[src/rtl/insn_decode_stage.sv]
// insn_decode_stage: registered decode stage between fetch and issue.
// Classifies each accepted instruction (nop/mts/mfs/flow/other), holds it in
// a 2-entry skid buffer, and serialises special-register moves against the
// number of outstanding MTS writes. NOPs can optionally be dropped.
// Ports:
//   clk, rst                  clock, synchronous active-high reset
//   in_valid/in_ready         upstream handshake (in_ready = buffer not full)
//   in_insn, in_pc            instruction word and its address
//   out_valid/out_ready       downstream handshake for the head entry
//   out_insn, out_pc          head entry payload
//   out_class                 one-hot {other, flow, mfs, mts, nop}
//   spr_wr_done               one pulse per completed MTS write
//   flush                     discard buffered and incoming instructions
//   mts_pending, spr_err      outstanding MTS count, sticky underflow flag
//   decoded_cnt, dropped_cnt  output handshakes, dropped NOPs
module insn_decode_stage #(
  parameter int unsigned INSN_W   = 32,
  parameter int unsigned PC_W     = 32,
  parameter int unsigned MAX_MTS  = 2,
  parameter int unsigned NOP_DROP = 0,
  parameter int unsigned CNT_W    = 16
) (
  input  logic              clk,
  input  logic              rst,
  input  logic              in_valid,
  output logic              in_ready,
  input  logic [INSN_W-1:0] in_insn,
  input  logic [PC_W-1:0]   in_pc,
  output logic              out_valid,
  input  logic              out_ready,
  output logic [INSN_W-1:0] out_insn,
  output logic [PC_W-1:0]   out_pc,
  output logic [4:0]        out_class,
  input  logic              spr_wr_done,
  input  logic              flush,
  output logic [3:0]        mts_pending,
  output logic              spr_err,
  output logic [CNT_W-1:0]  decoded_cnt,
  output logic [CNT_W-1:0]  dropped_cnt
);

  localparam int unsigned CLS_W  = 5;
  localparam int unsigned PEND_W = 4;

  typedef struct packed {
    logic [INSN_W-1:0] insn;
    logic [PC_W-1:0]   pc;
    logic [CLS_W-1:0]  cls;
  } entryT;

  // Entry 0 is always the head; a dequeue shifts entry 1 down.
  entryT              entry0Q, entry1Q, entry0D, entry1D, newEntry;
  logic [1:0]         countQ, countD, afterDeq;
  logic               outValidQ, outValidD;
  logic               inReadyQ, inReadyD;
  logic [CLS_W-1:0]   outClassQ, outClassD;
  logic [PEND_W-1:0]  pendingQ, pendingD;
  logic               sprErrQ, sprErrD;
  logic [CNT_W-1:0]   decodedQ, decodedD, droppedQ, droppedD;
  logic               z9, isNop, isMts, isMfs, isFlow;
  logic [CLS_W-1:0]   clsIn;
  logic               accept, dropNop, enq, deq, mtsHs, headHold;

  // Decode, buffer update and serialisation, all evaluated on next-state
  // values so every output can be registered.
  always_comb begin
    z9     = (in_insn[31:23] == 9'd0);
    isMts  = z9 && (in_insn[7:0] == 8'h0D);
    isMfs  = z9 && (in_insn[7:0] == 8'h0C);
    isNop  = z9 && (in_insn[7:2] == 6'd0) && in_insn[0];
    isFlow = (in_insn[31:27] == 5'b01001);
    clsIn  = 5'b10000;
    if (isMts)       clsIn = 5'b00010;
    else if (isMfs)  clsIn = 5'b00100;
    else if (isNop)  clsIn = 5'b00001;
    else if (isFlow) clsIn = 5'b01000;

    newEntry = '{insn: in_insn, pc: in_pc, cls: clsIn};
    accept   = in_valid && inReadyQ && !flush;
    dropNop  = accept && (NOP_DROP != 0) && isNop;
    enq      = accept && !dropNop;
    deq      = outValidQ && out_ready && !flush;
    mtsHs    = deq && entry0Q.cls[1];

    entry0D  = entry0Q;
    entry1D  = entry1Q;
    afterDeq = countQ - 2'(deq);
    if (deq) entry0D = entry1Q;
    if (enq) begin
      if (afterDeq == 2'd0) entry0D = newEntry;
      else                  entry1D = newEntry;
    end
    countD = flush ? 2'd0 : afterDeq + 2'(enq);

    // A write completing alongside a new MTS handshake nets to zero.
    pendingD = pendingQ;
    if (mtsHs && !spr_wr_done)
      pendingD = pendingQ + 4'd1;
    else if (spr_wr_done && !mtsHs && (pendingQ != 4'd0))
      pendingD = pendingQ - 4'd1;
    sprErrD = sprErrQ || (spr_wr_done && (pendingQ == 4'd0));

    headHold  = (entry0D.cls[1] && (pendingD == PEND_W'(MAX_MTS))) ||
                (entry0D.cls[2] && (pendingD != 4'd0));
    outValidD = (countD != 2'd0) && !headHold;
    inReadyD  = (countD != 2'd2);
    outClassD = (countD != 2'd0) ? entry0D.cls : '0;
    decodedD  = decodedQ + CNT_W'(deq);
    droppedD  = droppedQ + CNT_W'(dropNop);
  end

  // State and output registers.
  always_ff @(posedge clk) begin
    if (rst) begin
      entry0Q   <= '0;
      entry1Q   <= '0;
      countQ    <= 2'd0;
      outValidQ <= 1'b0;
      inReadyQ  <= 1'b1;
      outClassQ <= '0;
      pendingQ  <= '0;
      sprErrQ   <= 1'b0;
      decodedQ  <= '0;
      droppedQ  <= '0;
    end else begin
      entry0Q   <= entry0D;
      entry1Q   <= entry1D;
      countQ    <= countD;
      outValidQ <= outValidD;
      inReadyQ  <= inReadyD;
      outClassQ <= outClassD;
      pendingQ  <= pendingD;
      sprErrQ   <= sprErrD;
      decodedQ  <= decodedD;
      droppedQ  <= droppedD;
    end
  end

  assign in_ready    = inReadyQ;
  assign out_valid   = outValidQ;
  assign out_insn    = entry0Q.insn;
  assign out_pc      = entry0Q.pc;
  assign out_class   = outClassQ;
  assign mts_pending = pendingQ;
  assign spr_err     = sprErrQ;
  assign decoded_cnt = decodedQ;
  assign dropped_cnt = droppedQ;

endmodule
[config.mk]
export PLATFORM = sky130hd
export DESIGN_NAME = insn_decode_stage
export DESIGN_NICKNAME = d
export VERILOG_FILES = /design/src/rtl/insn_decode_stage.sv
export SDC_FILE = /design/constraint.sdc
export NUM_CORES = 1
export LEC_CHECK = 0
export BUFFER_PORTS_ARGS = -buffer_cell sky130_fd_sc_hd__buf_2
export CAP_MARGIN = 20
export CORE_UTILIZATION = 58
export CTS_CLUSTER_DIAMETER = 100
export DETAILED_ROUTE_END_ITERATION = 8
export PLACE_DENSITY_LB_ADDON = 0.15
export SLEW_MARGIN = 20
export SYNTH_ARGS = -nofsm -noshare
export SYNTH_HDL_FRONTEND = slang
export SYNTH_SLANG_ARGS = --single-unit
[constraint.sdc]
create_clock -name clk -period 5.4 [get_ports clk]
set_input_delay 0.54 -clock clk [delete_from_list [all_inputs] [get_ports clk]]
set_output_delay 0.54 -clock clk [all_outputs]
set_load 0.1 [all_outputs]
# [After elaboration in Yosys (flattened, before gate mapping)]
# Cells that the tools add are included.
# Widths: inputs -> output; s select.
[word_totals] wordCells=66 regBits=168 input_bits=70 output_inout_bits=108
[op_classes] reduce_logical=31 n_addsub=5 n_eq_ne=5 n_bitwise=2 n_mux=10
[ops] op="$mux 69" n=3
[ops] op="$mux 5" n=4
[ops] op="$add 16x1->16" n=1
[ops] op="$eq 8x4->1 const B" n=2
[ops] op="$logic_and 1x1->1" n=16
[ops] op="$logic_not 9->1" n=1
[ops] op="$mux 4" n=2
[ops] op="$reduce_bool 4->1" n=2
[ops] op="$logic_not 6->1" n=1
[ops] op="$eq 5x4->1 const B" n=1
[ops] op="$add 4x1->4 const B" n=1
[ops] op="$eq 4x2->1 const B" n=1
[ops] op="$logic_not 1->1" n=4
[ops] op="$logic_not 4->1" n=1
[ops] op="$sub 4x1->4 const B" n=1
[ops] op="$add 2x1->2" n=1
[ops] op="$logic_not 2->1" n=1
[ops] op="$logic_or 1x1->1" n=2
[ops] op="$mux 2" n=1
[ops] op="$ne 2x2->1 const B" n=1
[ops] op="$not 1->1" n=2
[ops] op="$reduce_and 2->1" n=1
[ops] op="$reduce_bool 2->1" n=1
[ops] op="$reduce_or 2->1" n=1
[ops] op="$sub 2x1->2" n=1

# [Logic depth before layout (Yosys ltp)]
# Gate-level depths: netlist of run 1.
[depth] word_depth=13 ltp_mapped=12

# [Worst setup path before layout of run 1]
# No wires, ideal clock.
[synth_timing] path_kind="reg-to-reg" startpoint="reg outValidQ (netlist: out_valid)" endpoint="reg decodedQ[12] (netlist: decoded_cnt[12])" arrival_time_ns=2.755 setup_ns=0.067 setup_slack_ns=2.578 path_stages_with_launch=12 required_time_ns=5.333 n_path_buf=2 cell_sequence="dfxtp_1 nand3b_4 inv_1 buf_4 buf_2 ha_1 ha_1 nand2_1 nor2_1 nand3_1 xor2_1 nor2_1"
[synth_between] elab_chain_cells=3
[synth_rtl] item="from (decl)" line_no="54" rtl="logic outValidQ, outValidD;"
[synth_rtl] item="from (signal assigned)" line_no="129" rtl="outValidQ <= outValidD;"
[synth_rtl] item="$logic_and 1x1->1 (2 in series)" line_no="82" rtl="deq = outValidQ && out_ready && !flush;"
[synth_rtl] item="$add 16x1->16" line_no="108" rtl="decodedD = decodedQ + CNT_W'(deq);"
[synth_rtl] item="to (signal assigned)" line_no="134" rtl="decodedQ <= decodedD;"
[synth_rtl] item="to (decl)" line_no="59" rtl="logic [CNT_W-1:0] decodedQ, decodedD, droppedQ, droppedD;"
# Every way passes these cells.
# A chain may end at the register's enable or synchronous reset.

# [Worst setup path after layout of run 1]
[layout_timing] startpoint="reg outValidQ (netlist: out_valid)" endpoint="reg entry0Q, in the netlist out_pc[19]"
[layout_between] elab_chain_cells=6 elab_cells_between_ends=7 classes_between="add/sub (1); mux (3); reduce/logical (3)"
[layout_rtl] item="$logic_and 1x1->1 * (2 in series)" line_no="82"
[layout_rtl] item="$sub 2x1->2" line_no="87" rtl="afterDeq = countQ - 2'(deq);"
[layout_rtl] item="$logic_not 2->1" line_no="90" rtl="if (afterDeq == 2'd0) entry0D = newEntry;"
[layout_rtl] item="$mux 69" line_no="90"
[layout_rtl] item="$mux 69 *" line_no="89" rtl="if (enq) begin"
[layout_rtl] item="to (signal assigned)" line_no="126" rtl="entry0Q <= entry0D;"
[layout_rtl] item="to (decl)" line_no="52" rtl="entryT entry0Q, entry1Q, entry0D, entry1D, newEntry;"
# Mark *: on every way between the ends. The rest lies on a longest branch, timed or not.

==> impl_metrics.csv, run 1 <==
group,metric,value,unit
setup_path,arrival,3.12,ns
power,vdd_drop_max,0.319,mV
detailed_routing,ant_nets,0,
die,rows,40,
detailed_routing,drt_first_pass_iters,5,
detailed_routing,vias,6198,
yosys,syn_inst,936,
yosys,synth_edf_count,0,
die,core_area,12200,um2
yosys,yosysSeqAreaShare,45.5,%
cts,clockRootBuffer,"clkbuf_16",
global_routing,first_global_vias,5469,
sta,period_minus_slack,2.84,ns
setup_path,critical_path_depth,8,
sta,grt_setup_unrepaired,"no",
layout,n_antenna_cell,0,
cts,clock-sinks,168,
sta,worst_pin_slew,0.978,ns
job,drv_cap,0,
cts,cts_resized,0,
sta,final_hold_viol_count,0,
sta,fin_setup_tns,0,ns
layout,final-seq-area,3360,um2
cts,cts_tree,"yes",
detailed_routing,avgViaCountPerCell,5.29,
sta,setup_viol,0,
global_routing,grt_max_degree,94,
outcome,run_status,"complete, no violations",
sta,fmax,352,MHz
detailed_routing,post_drt_wl_per_cell,13.8,um
global_routing,track_usage,25.1,%
detailed_routing,drc,0,
yosys,avgSynthCellArea,7.91,um2
die,die_width,115,um
die,die_h,115,um
yosys,ys_warn_count,0,
yosys,ys.flop_type,"dfxtp_1",
yosys,syn-cell-area,7400,um2
place,portBuffers,161,
cts,postCtsSetupBuffers,0,
power,cellPowerDensity,403,nW/um2
sta,fin_ws,2.56,ns
detailed_routing,first_iter_violations,619,
global_routing,overflow,0,
power,leakagePower,3.35,nW
sta,finClkSkew,0.00452,ns
setup_path,crit_fanout,93,
yosys,synth_cell_types,47,
sta,min_period_over_period,52.7,%
die,die-area,13200,um2
setup_path,crit_family,"simple AND/OR/NAND/NOR gates",
die,start_util,60.6,%
setup_path,path_cells,"nand3b_4, inv_2, ha_1, xnor2_1, nand3_4, buf_4, nor2_1, a311oi_1",
cts,cts.reportedPaths.clkPinSlew,0.06,ns
place,dpl.hpwl,9760,um
detailed_routing,routed_wl,16100,um
die,io_pins,178,
setup_path,crit_path_end_kind,"flip-flop",
yosys,yosys_register_bits,168,
layout,final_nets,1069,
cts,ctsHtreeMaxLevel,4,
worst_hold_path,hp-class,"input port to flip-flop",
cts,cts_buffers,17,
cts,cts_buffer_depth,2,
layout,multi_input_area,3170,um2
setup_path,start_kind,"flip-flop",
setup_path,cp_num_buf_inv,2,
global_routing,grt_pass1_wl,26100,um
global_routing,antenna_found_initial,0,
setup_path,crit_path_max_incr_delay,0.79,ns
place,place_ws,2.23,ns
setup_path,path_class,"flip-flop to flip-flop",
setup_path,cp.required,5.67,ns
layout,fillers,1098,
layout,layout-drive-gt1-share,20.6,%
sta,relSlewSlack,34.8,%
worst_hold_path,holdPathStages,2,
setup_path,cp_slowest_cell,"nand3_4",
cts,insertion_delay,0.42,ns
power,total_power,3.30,mW
layout,syn_to_final_growth,10.7,%
sta,hold_ws,0.366,ns
sta,finalMaxSlewViolations,0,
place,gp_congestion,0.820,
setup_path,r2r_cells,8,
cts,ctsHoldBuffers,0,
yosys,async_flop_share,0,%
-- per-stage QoR --
| step | instances | util (%) | area [um2] |
|---|---|---|---|
| 2_1_floorplan | 951 | - | 7460 |
| 3_3_place_gp | 1142 | 62.4 | 7630 |
| 3_5_place_dp | 1142 | 62.4 | 7630 |
| 4_1_cts | 1172 | 67.0 | 8190 |
| 5_1_grt | 1172 | 67.0 | 8190 |
| 6_report | 1172 | 67.0 | 8190 |
-- power by group --
group          switching, mW  internal, mW
clock network          0.449         0.703
registers             0.0491          1.31
logic                  0.633         0.161
total                   1.13          2.17
-- cells in the mapped netlist, types with 2 or more instances --
library cell,number,share of area [%]
nand2_1,286,15
dfxtp_1,168,45
nor2_1,100,5.1
buf_4,88,8.9
a21oi_1,76,5.1
a311oi_1,65,7.7
clkbuf_1,27,1.4
buf_2,26,1.8
nand3_1,15,1.0
xor2_1,10,1.2
ha_1,6,1.0
inv_1,6,0.30
o21ai_0,6,0.41
and3_1,5,0.42
xnor2_1,4,0.47
a31oi_1,3,0.25
and3b_1,3,0.36
buf_1,3,0.15
nand4_1,3,0.25
nor3_1,3,0.20
or3_1,3,0.25
a22oi_1,2,0.20
and2_1,2,0.17
nor2b_1,2,0.17
o21ai_1,2,0.14
-- state kept, by name, indices dropped and copies added (netlist names), 2 cells and up --
name         count
entry0Q          5
out_pc          32
countQ           2
decoded_cnt     16
entry1Q         69
out_insn        32
out_class        5
mts_pending      4
-- routing by layer --
layer / vias to the layer above / wire length (um) / GRT usage, %
met5: - / 0 / 0
met4: 0 / 198 / 8.66
met3: 16 / 933 / 6.01
met2: 177 / 7450 / 39.6
met1: 2863 / 7550 / 33.7
li1: 3142 / - / -
-- worst paths after layout --
kind                            slack (ns)     endpoint         from
worst min-delay path                  0.37    countQ[0]        flush
worst max register to register        2.56   out_pc[19]    out_valid
worst max-delay path                  2.56   out_pc[19]    out_valid
worst min register to register        0.45  entry1Q[39]  entry1Q[39]
-- worst reg2reg max path, cell delays in order, from the launching register on --
cell and delay, ns:
dfxtp_1 0.37, nand3b_4 0.11, inv_2 0.04, ha_1 0.18
xnor2_1 0.39, nand3_4 0.79, buf_4 0.61, nor2_1 0.17
a311oi_1 0.06
-- layout by cell type, fill, tap and decap left out, drive strengths merged, types with 2 or more instances in the layout --
master,instances
nand2,286
dfxtp,168
buf,168
nor2,100
a21oi,77
a311oi,65
clkbuf,28
conb,16
nand3,15
xor2,10
o21ai,9
ha,6
inv,6
and3,5
nor3,5
xnor2,4
and3b,3
nand4,3
a31oi,3
or3,3
a22oi,2
nor2b,2
nand3b,2
and2,2
nand2b,2
-- kinds of logic after synthesis --
kind of cell | count (synthesis) | synth area share, %
simple gates | 435 | 24.4
flops | 168 | 45.5
compound gates | 160 | 14.6
buf+inv | 151 | 12.7
xor+xnor | 14 | 1.66
fa+ha+maj | 6 | 1.01
other cells | 1 | 0.0507
mux | 1 | 0.135
-- final cells by class --
class	count	area share [%]
sequential	168	41.1
multi-input combinational	632	38.7
timing repair buffer	168	10.5
clock buffer	28	6.43
tap	168	2.57
clock inverter	2	0.428
inverter	6	0.275
Power figures use the tool's default switching activity.
==> inputs of run 2 (changes only) <==
--- a/config.mk
+++ b/config.mk
@@ -7,7 +7,7 @@
 export LEC_CHECK = 0
 export BUFFER_PORTS_ARGS = -buffer_cell sky130_fd_sc_hd__buf_2
 export CAP_MARGIN = 20
-export CORE_UTILIZATION = 58
+export CORE_UTILIZATION = 54
 export CTS_CLUSTER_DIAMETER = 100
 export DETAILED_ROUTE_END_ITERATION = 8
 export PLACE_DENSITY_LB_ADDON = 0.15
==> constraint.sdc (replaced) <==
create_clock -name clk -period 2.81 [get_ports clk]
set_input_delay 0.281 -clock clk [delete_from_list [all_inputs] [get_ports clk]]
set_output_delay 0.281 -clock clk [all_outputs]
set_load 0.1 [all_outputs]
==> impl_metrics.csv, run 2 (synthesized netlist as in run 1, its figures left out) <==
group,metric,value,unit
outcome,run_status,"complete, no violations",
layout,instances_no_fill,1185,
sta,min_period_over_period,79.5,%
global_routing,overflow,0,
cts,cts.reportedPaths.clkPinSlew,0.06,ns
cts,ctsHtreeMaxLevel,4,
die,die_h,119,um
sta,finClkSkew,0.00680,ns
die,core_area,13300,um2
worst_hold_path,whs_endpoint,"countQ[0]",
die,die-area,14200,um2
cts,clockRootBuffer,"clkbuf_16",
power,cellPowerDensity,773,nW/um2
layout,fin_area,8290,um2
detailed_routing,post_drt_wl_per_cell,13.5,um
place,gp_congestion,0.852,
worst_hold_path,holdCritStartpoint,"flush",
power,p_switching,2.20,mW
setup_path,start_kind,"flip-flop",
setup_path,r2r_setup_slack,0.58,ns
setup_path,cp.required,3.09,ns
sta,period_minus_slack,2.23,ns
place,dpl.hpwl,10100,um
sta,fin_setup_tns,0,ns
place,portBuffers,161,
power,swShare,34.4,%
setup_path,critical_path.reg2reg.endpoint,"out_valid",
setup_path,r2r_cells,9,
power,vdd_drop_max,0.604,mV
sta,fmax,448,MHz
sta,grt_setup_unrepaired,"no",
cts,cts_resized,0,
layout,n_antenna_cell,0,
setup_path,path_class,"flip-flop to flip-flop",
sta,hold_ws,0.101,ns
layout,final_util,62.3,%
die,start_util,55.7,%
job,drv_cap,0,
global_routing,antenna_found_initial,0,
setup_path,crit_fanout,53,
die,rows,42,
layout,final_cell_mix,"nand2_1, dfxtp_1, buf_2",
cts,insertion_delay,0.42,ns
layout,final_nets,1072,
worst_hold_path,hp-class,"input port to flip-flop",
global_routing,grt_max_degree,128,
detailed_routing,avgViaCountPerCell,5.15,
layout,layout_commonest_cell,"nand2_1",
sta,fin_ws,0.576,ns
sta,relSlewSlack,45.5,%
layout,max_flop_register,"entry1Q",
layout,largest_register_ffs,69,
power,combPwrFrac,23.9,%
power,sequentialPowerShare,40.6,%
detailed_routing,first_iter_violations,570,
sta,worst_pin_slew,0.818,ns
power,total_power,6.41,mW
detailed_routing,drc,0,
cts,clock-sinks,168,
setup_path,crit_path_end_kind,"flip-flop",
detailed_routing,drt_first_pass_iters,4,
global_routing,grt_pass1_wl,26200,um
place,place_area,7710,um2
power,internal-power,4.20,mW
worst_hold_path,holdPathStages,2,
cts,cts_tree,"yes",
cts,ctsHoldBuffers,0,
place,placed_cells,1153,
layout,layout-drive-gt1-share,21.2,%
cts,postCtsSetupBuffers,0,
power,leakagePower,3.39,nW
setup_path,arrival,2.51,ns
power,p_clk_share,35.5,%
layout,syn_to_final_growth,12.0,%
sta,setup_viol,0,
cts,cts_buffers,17,
sta,finalMaxSlewViolations,0,
detailed_routing,routed_wl,16000,um
place,place_ws,0.439,ns
detailed_routing,vias,6106,
detailed_routing,ant_nets,0,
die,io_pins,178,
global_routing,first_global_vias,5395,
cts,cts_buffer_depth,2,
die,die_width,119,um
setup_path,reg2reg_from,"out_valid",
global_routing,track_usage,22.8,%
sta,final_hold_viol_count,0,
[run 2: worst max path at each step]
| stage | cells past startpoint | endpoint | start | slack (ns) |
|---|---|---|---|---|
| floorplan | 11 | decoded_cnt[12] | out_valid | 0.34 |
| global placement | 10 | out_valid | flush | 0.49 |
| detailed placement | 10 | entry1Q[4] | flush | 0.44 |
| CTS | 9 | entry1Q[4] | out_valid | 0.56 |
| global route | 9 | out_valid | out_valid | 0.37 |
| finish | 9 | out_valid | out_valid | 0.58 |
[run 2: per-layer routing]
layer	wire length (um)	vias to the layer above	global-route usage [%]	share of wire, %
li1	-	3149	-	-
met2	7150	148	35.8	45
met4	65	0	5.70	0.41
met5	0	-	0	0
met1	7930	2805	31.2	50
met3	826	4	5.94	5.2
[run 2: final cells by class]
cell class	instances	area, um2
timing repair buffer	171	933
inverter	6	22.5
clock buffer	24	482
fill	1212	5010
clock inverter	8	95.1
sequential	168	3360
tap	176	220
multi-input combinational	632	3170
[run 2: power groups by stage]
stage	logic, mW	clock network, mW	registers, mW
finish	1.53	2.28	2.60
global route	1.61	2.43	2.62
CTS	1.54	2.32	2.60
detailed placement	1.53	0	2.65
global placement	1.52	0	2.65
floorplan	1.21	0	2.83
[run 2: worst max-delay path: stages (launching register included)]
cell       delay (ns)
dfxtp_2          0.36
nand3b_4         0.08
inv_2            0.06
buf_4            0.26
buf_4            0.56
o21ai_0          0.19
o2bb2ai_1        0.25
nand3_1          0.11
o21ai_1          0.13
a21oi_1          0.07
